### config.mk
export PLATFORM = sky130hd
export DESIGN_NAME = rgb_slice_writer
export DESIGN_NICKNAME = d
export VERILOG_FILES = /design/src/rtl/rgb_slice_writer.sv
export SDC_FILE = /design/constraint.sdc
export NUM_CORES = 1
export LEC_CHECK = 0
export ABC_AREA = 1
export ABC_CLOCK_PERIOD_IN_PS = 3710
export CORE_MARGIN = 2
export CORE_UTILIZATION = 50
export DETAILED_ROUTE_END_ITERATION = 8
export PLACE_DENSITY = 0.82
export SLEW_MARGIN = 15
export SYNTH_ARGS = -nofsm -noshare
export SYNTH_HDL_FRONTEND = slang
export SYNTH_SLANG_ARGS = --single-unit
### constraint.sdc
create_clock -name clk_33 -period 3.71 [get_ports clk_33]
set_clock_uncertainty 0.2 [all_clocks]
set_input_delay 0.371 -clock clk_33 [delete_from_list [all_inputs] [get_ports clk_33]]
set_output_delay 0.371 -clock clk_33 [all_outputs]
set_load 0.02 [all_outputs]
### src/rtl/rgb_slice_writer.sv
// rgb_slice_writer
// Packs 24-bit RGB pixels into 16-bit RAM words and writes whole slices into
// a ring of SLICES_IN_RAM slots. Tracks committed-but-unread slices (fill),
// raises stream_ready once enough are buffered, and flags dropped (overrun)
// and aborted (frame_error) frames until reset.
module rgb_slice_writer #(
  parameter int unsigned RAM_ADDR_WIDTH = 32,
  parameter int unsigned RAM_DATA_WIDTH = 16,
  parameter int unsigned RAM_BASE       = 0,
  parameter int unsigned SLICES_IN_RAM  = 18,
  parameter int unsigned IMAGE_SIZE     = 1920,
  parameter int unsigned READY_SLICES   = 2
) (
  input  logic                               clk_33,
  input  logic                               rst,
  input  logic [23:0]                        rgb,
  input  logic                               de,
  input  logic                               vsync,
  input  logic                               slice_consumed,
  output logic [RAM_ADDR_WIDTH-1:0]          ram_addr,
  output logic [RAM_DATA_WIDTH-1:0]          ram_data,
  output logic                               ram_we,
  output logic                               stream_ready,
  output logic [$clog2(SLICES_IN_RAM+1)-1:0] fill,
  output logic                               overrun,
  output logic                               frame_error
);

  localparam int unsigned FILL_W = $clog2(SLICES_IN_RAM + 1);
  localparam int unsigned SLOT_W = (SLICES_IN_RAM > 1) ? $clog2(SLICES_IN_RAM) : 1;
  localparam int unsigned PIX_W  = $clog2(IMAGE_SIZE + 1);

  localparam logic [FILL_W-1:0]         FILL_MAX    = FILL_W'(SLICES_IN_RAM);
  localparam logic [FILL_W-1:0]         FILL_READY  = FILL_W'(READY_SLICES);
  localparam logic [FILL_W-1:0]         FILL_ZERO   = {FILL_W{1'b0}};
  localparam logic [FILL_W-1:0]         FILL_ONE    = FILL_W'(1);
  localparam logic [SLOT_W-1:0]         SLOT_LAST   = SLOT_W'(SLICES_IN_RAM - 1);
  localparam logic [SLOT_W-1:0]         SLOT_ZERO   = {SLOT_W{1'b0}};
  localparam logic [SLOT_W-1:0]         SLOT_ONE    = SLOT_W'(1);
  localparam logic [PIX_W-1:0]          PIX_LAST    = PIX_W'(IMAGE_SIZE - 1);
  localparam logic [PIX_W-1:0]          PIX_END     = PIX_W'(IMAGE_SIZE);
  localparam logic [PIX_W-1:0]          PIX_ZERO    = {PIX_W{1'b0}};
  localparam logic [PIX_W-1:0]          PIX_ONE     = PIX_W'(1);
  localparam logic [RAM_ADDR_WIDTH-1:0] ADDR_BASE   = RAM_ADDR_WIDTH'(RAM_BASE);
  localparam logic [RAM_ADDR_WIDTH-1:0] ADDR_STRIDE = RAM_ADDR_WIDTH'(IMAGE_SIZE);

  typedef enum logic [1:0] {
    ST_IDLE  = 2'd0,
    ST_WRITE = 2'd1,
    ST_DROP  = 2'd2
  } state_t;

  // RGB888 -> {B5, G5, 0, R5}; blue on top, a zero pad bit between green and red
  function automatic logic [15:0] pack_rgb(input logic [23:0] px);
    pack_rgb = {px[7:3], px[15:11], 1'b0, px[23:19]};
  endfunction

  state_t                    state_r;
  logic [SLOT_W-1:0]         wr_slot_r;
  logic [PIX_W-1:0]          pix_idx_r;
  logic [FILL_W-1:0]         fill_r;
  logic                      vsync_q_r;
  logic                      run_r;
  logic                      stream_ready_r;
  logic                      overrun_r;
  logic                      frame_error_r;
  logic                      ram_we_r;
  logic [RAM_ADDR_WIDTH-1:0] ram_addr_r;
  logic [RAM_DATA_WIDTH-1:0] ram_data_r;

  logic                      vsync_edge_s;
  logic                      has_room_s;
  logic                      accept_s;
  logic                      commit_s;
  logic                      consume_s;
  logic [FILL_W-1:0]         fill_next_s;
  logic [SLOT_W-1:0]         slot_next_s;
  logic [RAM_ADDR_WIDTH-1:0] wr_addr_s;

  // Per-cycle decode: vsync edge, pixel acceptance, commit and fill bookkeeping
  always_comb begin
    vsync_edge_s = 1'b0;
    has_room_s   = 1'b0;
    accept_s     = 1'b0;
    commit_s     = 1'b0;
    consume_s    = 1'b0;
    fill_next_s  = fill_r;
    slot_next_s  = wr_slot_r;
    wr_addr_s    = ADDR_BASE;

    // run_r masks the first cycle after reset so a vsync already high then
    // is not mistaken for a fresh edge
    vsync_edge_s = run_r & vsync & ~vsync_q_r;
    has_room_s   = (fill_r < FILL_MAX);

    // An edge in WRITE aborts the slice, so the pixel on that cycle is dropped
    if ((state_r == ST_WRITE) && !vsync_edge_s && de && (pix_idx_r < PIX_END)) begin
      accept_s = 1'b1;
    end else begin
      accept_s = 1'b0;
    end

    commit_s  = accept_s && (pix_idx_r == PIX_LAST);
    consume_s = slice_consumed && (fill_r != FILL_ZERO);

    case ({commit_s, consume_s})
      2'b10:   fill_next_s = fill_r + FILL_ONE;
      2'b01:   fill_next_s = fill_r - FILL_ONE;
      default: fill_next_s = fill_r;
    endcase

    if (wr_slot_r == SLOT_LAST) begin
      slot_next_s = SLOT_ZERO;
    end else begin
      slot_next_s = wr_slot_r + SLOT_ONE;
    end

    wr_addr_s = ADDR_BASE
              + (RAM_ADDR_WIDTH'(wr_slot_r) * ADDR_STRIDE)
              + RAM_ADDR_WIDTH'(pix_idx_r);
  end

  // vsync history for edge detection and the post-reset arming flag
  always_ff @(posedge clk_33) begin
    if (rst) begin
      vsync_q_r <= 1'b0;
      run_r     <= 1'b0;
    end else begin
      vsync_q_r <= vsync;
      run_r     <= 1'b1;
    end
  end

  // Slice-writer FSM: slot/pixel counters, fill, sticky flags and RAM port
  always_ff @(posedge clk_33) begin
    if (rst) begin
      state_r       <= ST_IDLE;
      wr_slot_r     <= SLOT_ZERO;
      pix_idx_r     <= PIX_ZERO;
      fill_r        <= FILL_ZERO;
      overrun_r     <= 1'b0;
      frame_error_r <= 1'b0;
      ram_we_r      <= 1'b0;
      ram_addr_r    <= ADDR_BASE;
      ram_data_r    <= {RAM_DATA_WIDTH{1'b0}};
    end else begin
      fill_r   <= fill_next_s;
      ram_we_r <= accept_s;
      if (accept_s) begin
        ram_addr_r <= wr_addr_s;
        ram_data_r <= RAM_DATA_WIDTH'(pack_rgb(rgb));
      end

      case (state_r)
        ST_IDLE: begin
          if (vsync_edge_s) begin
            pix_idx_r <= PIX_ZERO;
            if (has_room_s) begin
              state_r <= ST_WRITE;
            end else begin
              state_r   <= ST_DROP;
              overrun_r <= 1'b1;
            end
          end
        end

        ST_WRITE: begin
          if (vsync_edge_s) begin
            // Short frame: restart the same slot, fill and wr_slot untouched
            if (pix_idx_r < PIX_END) begin
              frame_error_r <= 1'b1;
            end
            pix_idx_r <= PIX_ZERO;
            if (has_room_s) begin
              state_r <= ST_WRITE;
            end else begin
              state_r   <= ST_DROP;
              overrun_r <= 1'b1;
            end
          end else if (commit_s) begin
            pix_idx_r <= PIX_ZERO;
            wr_slot_r <= slot_next_s;
            state_r   <= ST_IDLE;
          end else if (accept_s) begin
            pix_idx_r <= pix_idx_r + PIX_ONE;
          end
        end

        ST_DROP: begin
          // Frame is being discarded; the next edge re-checks for room
          if (vsync_edge_s) begin
            pix_idx_r <= PIX_ZERO;
            if (has_room_s) begin
              state_r <= ST_WRITE;
            end else begin
              state_r   <= ST_DROP;
              overrun_r <= 1'b1;
            end
          end
        end

        default: begin
          state_r   <= ST_IDLE;
          pix_idx_r <= PIX_ZERO;
        end
      endcase
    end
  end

  // stream_ready: set once fill reaches the threshold, cleared when drained
  always_ff @(posedge clk_33) begin
    if (rst) begin
      stream_ready_r <= 1'b0;
    end else if (fill_r >= FILL_READY) begin
      stream_ready_r <= 1'b1;
    end else if (fill_r == FILL_ZERO) begin
      stream_ready_r <= 1'b0;
    end else begin
      stream_ready_r <= stream_ready_r;
    end
  end

  assign ram_we       = ram_we_r;
  assign ram_addr     = ram_addr_r;
  assign ram_data     = ram_data_r;
  assign fill         = fill_r;
  assign stream_ready = stream_ready_r;
  assign overrun      = overrun_r;
  assign frame_error  = frame_error_r;

endmodule

==> results.json <==
{
  "outcome": "finished clean",
  "htreeDepth": 3,
  "clockBufferDepth": 2,
  "antenna_cells": 0,
  "yosys.area.top_type": "dfxtp_1",
  "gp_congestion": 0.8415,
  "postRouteAntennaNets": 0,
  "holdBufCountCts": 0,
  "synth_seq_cells": 61,
  "clock_latency_ns": 0.34,
  "setup_ws_ns": 0.1610,
  "slew_viol_final": 0,
  "synthCells": 467,
  "wirelength_um": 7514,
  "cts_made_buffers": 9,
  "fin_nets": 595,
  "cp-start-kind": "register",
  "rows": 30,
  "ioPinCount": 86,
  "dieArea_um2": 7769,
  "avgSynthCellArea_um2": 7.580,
  "dpl-instance-area_um2": 4187,
  "cts_root_buf": "clkbuf_8",
  "grt_pass1_wl_um": 12490,
  "grtUsageTotal_pct": 20.34,
  "final_core_util_pct": 64.14,
  "post_cts_buffers": 0,
  "critPathCaptureType": "register",
  "design.core.area_um2": 6832,
  "via_count": 3052,
  "cp.arrival_ns": 3.60,
  "yosysWarnings": 0,
  "post-place-ws_ns": 0.1180,
  "yosysSeqAreaShare_pct": 34.50,
  "relSlewSlack_pct": 42.89,
  "multi_input_area_um2": 1959,
  "synth.area.top_cells": "dfxtp_1 34%, ha_1 8.8%, nor2_1 8.8%",
  "layout.area.seq_um2": 1222,
  "die_h_um": 88.14,
  "grt_max_degree": 42,
  "fillers": 606,
  "stdcell_area_um2": 4382,
  "maxCapViolCount": 0,
  "drc_errors": 0,
  "synth_cell_types": 34,
  "antenna_found_initial": 0,
  "dp_hpwl_um": 5581,
  "power_density_nw_per_um2": 424.9,
  "max_freq_mhz": 281.8,
  "cp.required_ns": 3.76,
  "vias_per_cell": 4.821,
  "syn_area_um2": 3540,
  "power_leakage_uw": 0.001976,
  "post-route-period-util_pct": 95.66,
  "vdd_drop_max_mv": 0.1828,
  "clk_pin_slew_ns": 0.07,
  "min_period_ns": 3.549,
  "crit_type": "reg2reg",
  "tightest_slew_ns": 0.8546,
  "min_path_type": "reg2reg",
  "setup_viol": 0,
  "clock-sinks": 61,
  "grt_overflow": 0,
  "drt-wirelength-per-cell_um": 11.87,
  "drt_iter0_markers": 110,
  "fin_tns_setup_ns": 0,
  "port-buffer-count": 60,
  "worstPathMaxFanout": 4,
  "fp.dieW_um": 88.14,
  "initial_utilization_pct": 51.81,
  "firstDrtPassIters": 4,
  "grt_pass1_vias": 2968,
  "cts_tree": "done",
  "hold_viol": 0,
  "synth_top_cell_area_share_pct": 34.50,
  "drive_above_1_share_pct": 8.380,
  "area_delta_synth_final_pct": 23.79
}
-- layout by cell type (no fill, tap or decap), types with 4 or more instances in the layout --
cell / count
a21oi_1: 26
buf_4: 5
clkbuf_8: 9
clkdlybuf4s50_1: 60
conb_1: 16
dfxtp_1: 60
fa_1: 9
ha_1: 25
inv_1: 63
nand2_1: 61
nand2_4: 4
nand3_1: 24
nand4_1: 5
nor2_1: 82
o21ai_0: 40
xnor2_1: 4
xor2_1: 9
-- final timing paths --
kind / startpoint / endpoint / slack (ns) / cells after the start
worst min register to register: overrun / overrun / 0.25 / 2
worst min-delay path: overrun / overrun / 0.25 / 2
worst max register to register: wr_slot_r[0] / ram_addr[15] / 0.16 / 17
worst max-delay path: wr_slot_r[0] / ram_addr[15] / 0.16 / 17
-- sequential cells by signal (all words and copies together), names as in the netlist --
name,flops
ram_data,15
vsync_q_r,1
pix_idx_r,11
fill,5
state_r,2
stream_ready,1
run_r,1
wr_slot_r,5
overrun,1
ram_we,1
frame_error,1
ram_addr,17
-- cells in the mapped netlist, drive strengths merged --
cell type and number:
nand2 68, xor2 9, dfxtp 61, nand3b 1
o21a 1, a211oi 2, nor2 86, inv 65
clkbuf 6, ha 25, buf 20, a31oi 1
nor3b 2, nand4 5, o21ai 43, a21oi 26
nand3 26, nor3 3, or2 2, conb 1
xnor2 4, fa 9, clkinv 1
-- power breakdown --
part           leakage, µW  switching, µW  internal, µW
Sequential        0.000496           43.0           710
Clock            0.0000939            274           313
Combinational      0.00139            302           220
-- layer usage --
layer / track usage (%) / routed length (µm)
met5: 0 / 0
met4: 8.953 / 159
met3: 5.372 / 408
met2: 36.09 / 3738
met1: 22.91 / 3208
-- metrics by stage --
step | hold WS, ns | power, µW | cells
floorplan | 0.2554 | 1117 | 482
global placement | 0.2411 | 1262 | 617
detailed placement | 0.2428 | 1289 | 617
CTS | 0.2540 | 1877 | 633
global route | 0.2783 | 1956 | 633
finish | 0.2510 | 1862 | 633
-- timing repair --
action | CTS | global route
resized for setup | 0 | 2
setup endpoints to repair | 0 | 1
hold endpoints to repair | 0 | 0
-- cell families (layout without fill, tap and decap cells) --
logic type	after synthesis	in the layout	synth area share, %
other	1	16	0.1059
buffers and inverters	92	147	11.81
adder cells (fa/ha/maj)	34	34	13.93
AND/OR/NAND/NOR	193	193	25.45
XOR/XNOR	13	13	3.217
flip-flops	61	61	34.50
AO/OA/AOI/OAI	73	73	10.99
-- worst max-delay path: stages (launching register included) --
cell     delay [ns]
dfxtp_1        0.33
fa_1           0.53
fa_1           0.53
inv_1          0.07
fa_1           0.50
inv_1          0.05
ha_1           0.33
nand2_1        0.07
nor2_1         0.11
nor2_1         0.07
nor2_1         0.08
nand3_1        0.13
nor2_2         0.14
nand2_1        0.06
nand2_1        0.05
nand3_1        0.06
nand2_1        0.09
inv_1          0.04
-- final cells by class --
class,instances,share of cell area (%)
timing repair buffer,65,14.56
inverter,66,5.711
clock buffer,11,2.998
clock inverter,5,1.371
sequential,61,27.90
tap,96,2.741
multi-input combinational,329,44.72
Power figures use the tool's default switching activity.
==> variant, RTL diff (same settings) <==
The 3 states of `state_t` get a one-hot encoding in 3 bits.
--- a/src/rtl/rgb_slice_writer.sv
+++ b/src/rtl/rgb_slice_writer.sv
@@ -46,6 +46,6 @@
 
-  typedef enum logic [1:0] {
-    ST_IDLE  = 2'd0,
-    ST_WRITE = 2'd1,
-    ST_DROP  = 2'd2
+  typedef enum logic [2:0] {
+    ST_IDLE  = 3'b001,
+    ST_WRITE = 3'b010,
+    ST_DROP  = 3'b100
   } state_t;
Formal check against the unedited RTL: no difference found for any inputs over 10 cycles, from zero or initial values and one cycle with rst high; not proved beyond that.
==> variant against the original RTL <==
  * Final cell count is 6.8% higher
  * Total power is 18% higher
  * Via count is 8.4% higher
  * Non-clock buffer count is 5 higher
  * Setup slack better by 93 ps
  * Area after synthesis is 8.4% higher
  * Wire length is 12% higher
  * Sequential cell count is 1 higher
  * Sequential share of layout area is 1.6 points lower
  * Synthesized cell count is 7.9% higher
  * Clock power is 1% lower
  * Die area is 8.1% higher
  * Design area is 7.7% higher
  * Critical path type unchanged
==> variant: results (changes against the original RTL) <==
Outcome
  • Outcome: complete, no violations

Critical path
  • Flop-to-flop setup slack: 250 ps (+90 ps)
  • Critical Path AT: 3500 ps (-100 ps)

Route
  • Via Count: 3307 (+8.4%)
  • Met1 Wirelength: 3.80 mm (+18%)
  • 1st-iter DRT viols: 124 (+13%)
  • Drt via density: 4.89 (+1.5%)

Cells and area
  • Clkbuf count: 10 (-1)
  • Non-clk invs: 74 (+12%)
  • Multi-input combinational area share: 46.7% (+2.0 points)
  • Number of signal-net buffers in the layout: 70 (+7.7%)
  • Layout cells sized above 1: 12.0% (+3.6 points)
  • Non-clk buf share: 14.3% (-0.24 points)
  • Final #Nets: 635 (+6.7%)
  • Seq area share: 26.3% (-1.6 points)
  • Multi-input gates: 355 (+7.9%)
  • Seq_cells: 62 (+1.6%)
  • Layout fillers: 620 (+2.3%)

Placement
  • Pre-CTS worst setup slack: 168 ps (+49.6 ps)
  • Area after DPL: 0.00450 mm² (+7.4%)

Power
  • VDD IR-drop max: 0.420 mV (+130%)
  • Clk pwr share: 26.3% (-5.2 points)
  • PwrDens: 467 mW/mm² (+10%)
  • P_leak: 0.00213 µW (+7.8%)
  • Comb pwr: 808 µW (+55%)

Synth
  • Leading post-synthesis cells by cell area: dfxtp_1 32%, ha_1 8.1%, nor2_1 8.1%
  • Top post-synthesis cells by count: 83 x nor2_1, 68 x inv_1, 67 x nand2_1
  • Avg Cell Area, Syn: 7.62 µm² (+0.49%)

Timing
  • WHS: 262 ps (+11.3 ps)
  • Fin crit period: 3460 ps (-92.7 ps)

Floorplan
  • # Taps: 99 (+3.1%)

Global route
  • Grt met1 use: 24.4% (+1.5 points)
## variant: kinds of logic (layout without fill, tap and decap cells)
kind of cell | after synthesis | count (layout) | synth area share [%]
flip-flops | 62 | 62 | 32.3
adder cells (fa/ha/maj) | 34 | 34 | 12.8
AND/OR/NAND/NOR | 219 | 219 | 29.1
XOR/XNOR | 12 | 12 | 2.74
buffers and inverters | 102 | 160 | 12.1
AO/OA/AOI/OAI | 74 | 74 | 10.7
other | 1 | 16 | 0.0977
## variant: repair_timing
item / in CTS / in global routing
buffers inserted: 0 / 2
gates resized for setup: 0 / 3
endpoints found under the setup margin: 0 / 2
## variant: critical path, stage by stage, from the launching register on
cell     delay (ps)
dfxtp_1         330
fa_1            530
fa_1            530
inv_1            60
fa_1            510
inv_1            60
ha_4            280
nand2_1          50
nor2_1           80
nor2_1           70
nor2_1          140
nand3_1         110
nor2_2          130
nand2_1          60
nand2_1          50
nand3_1          60
nand2_1          70
inv_1            30
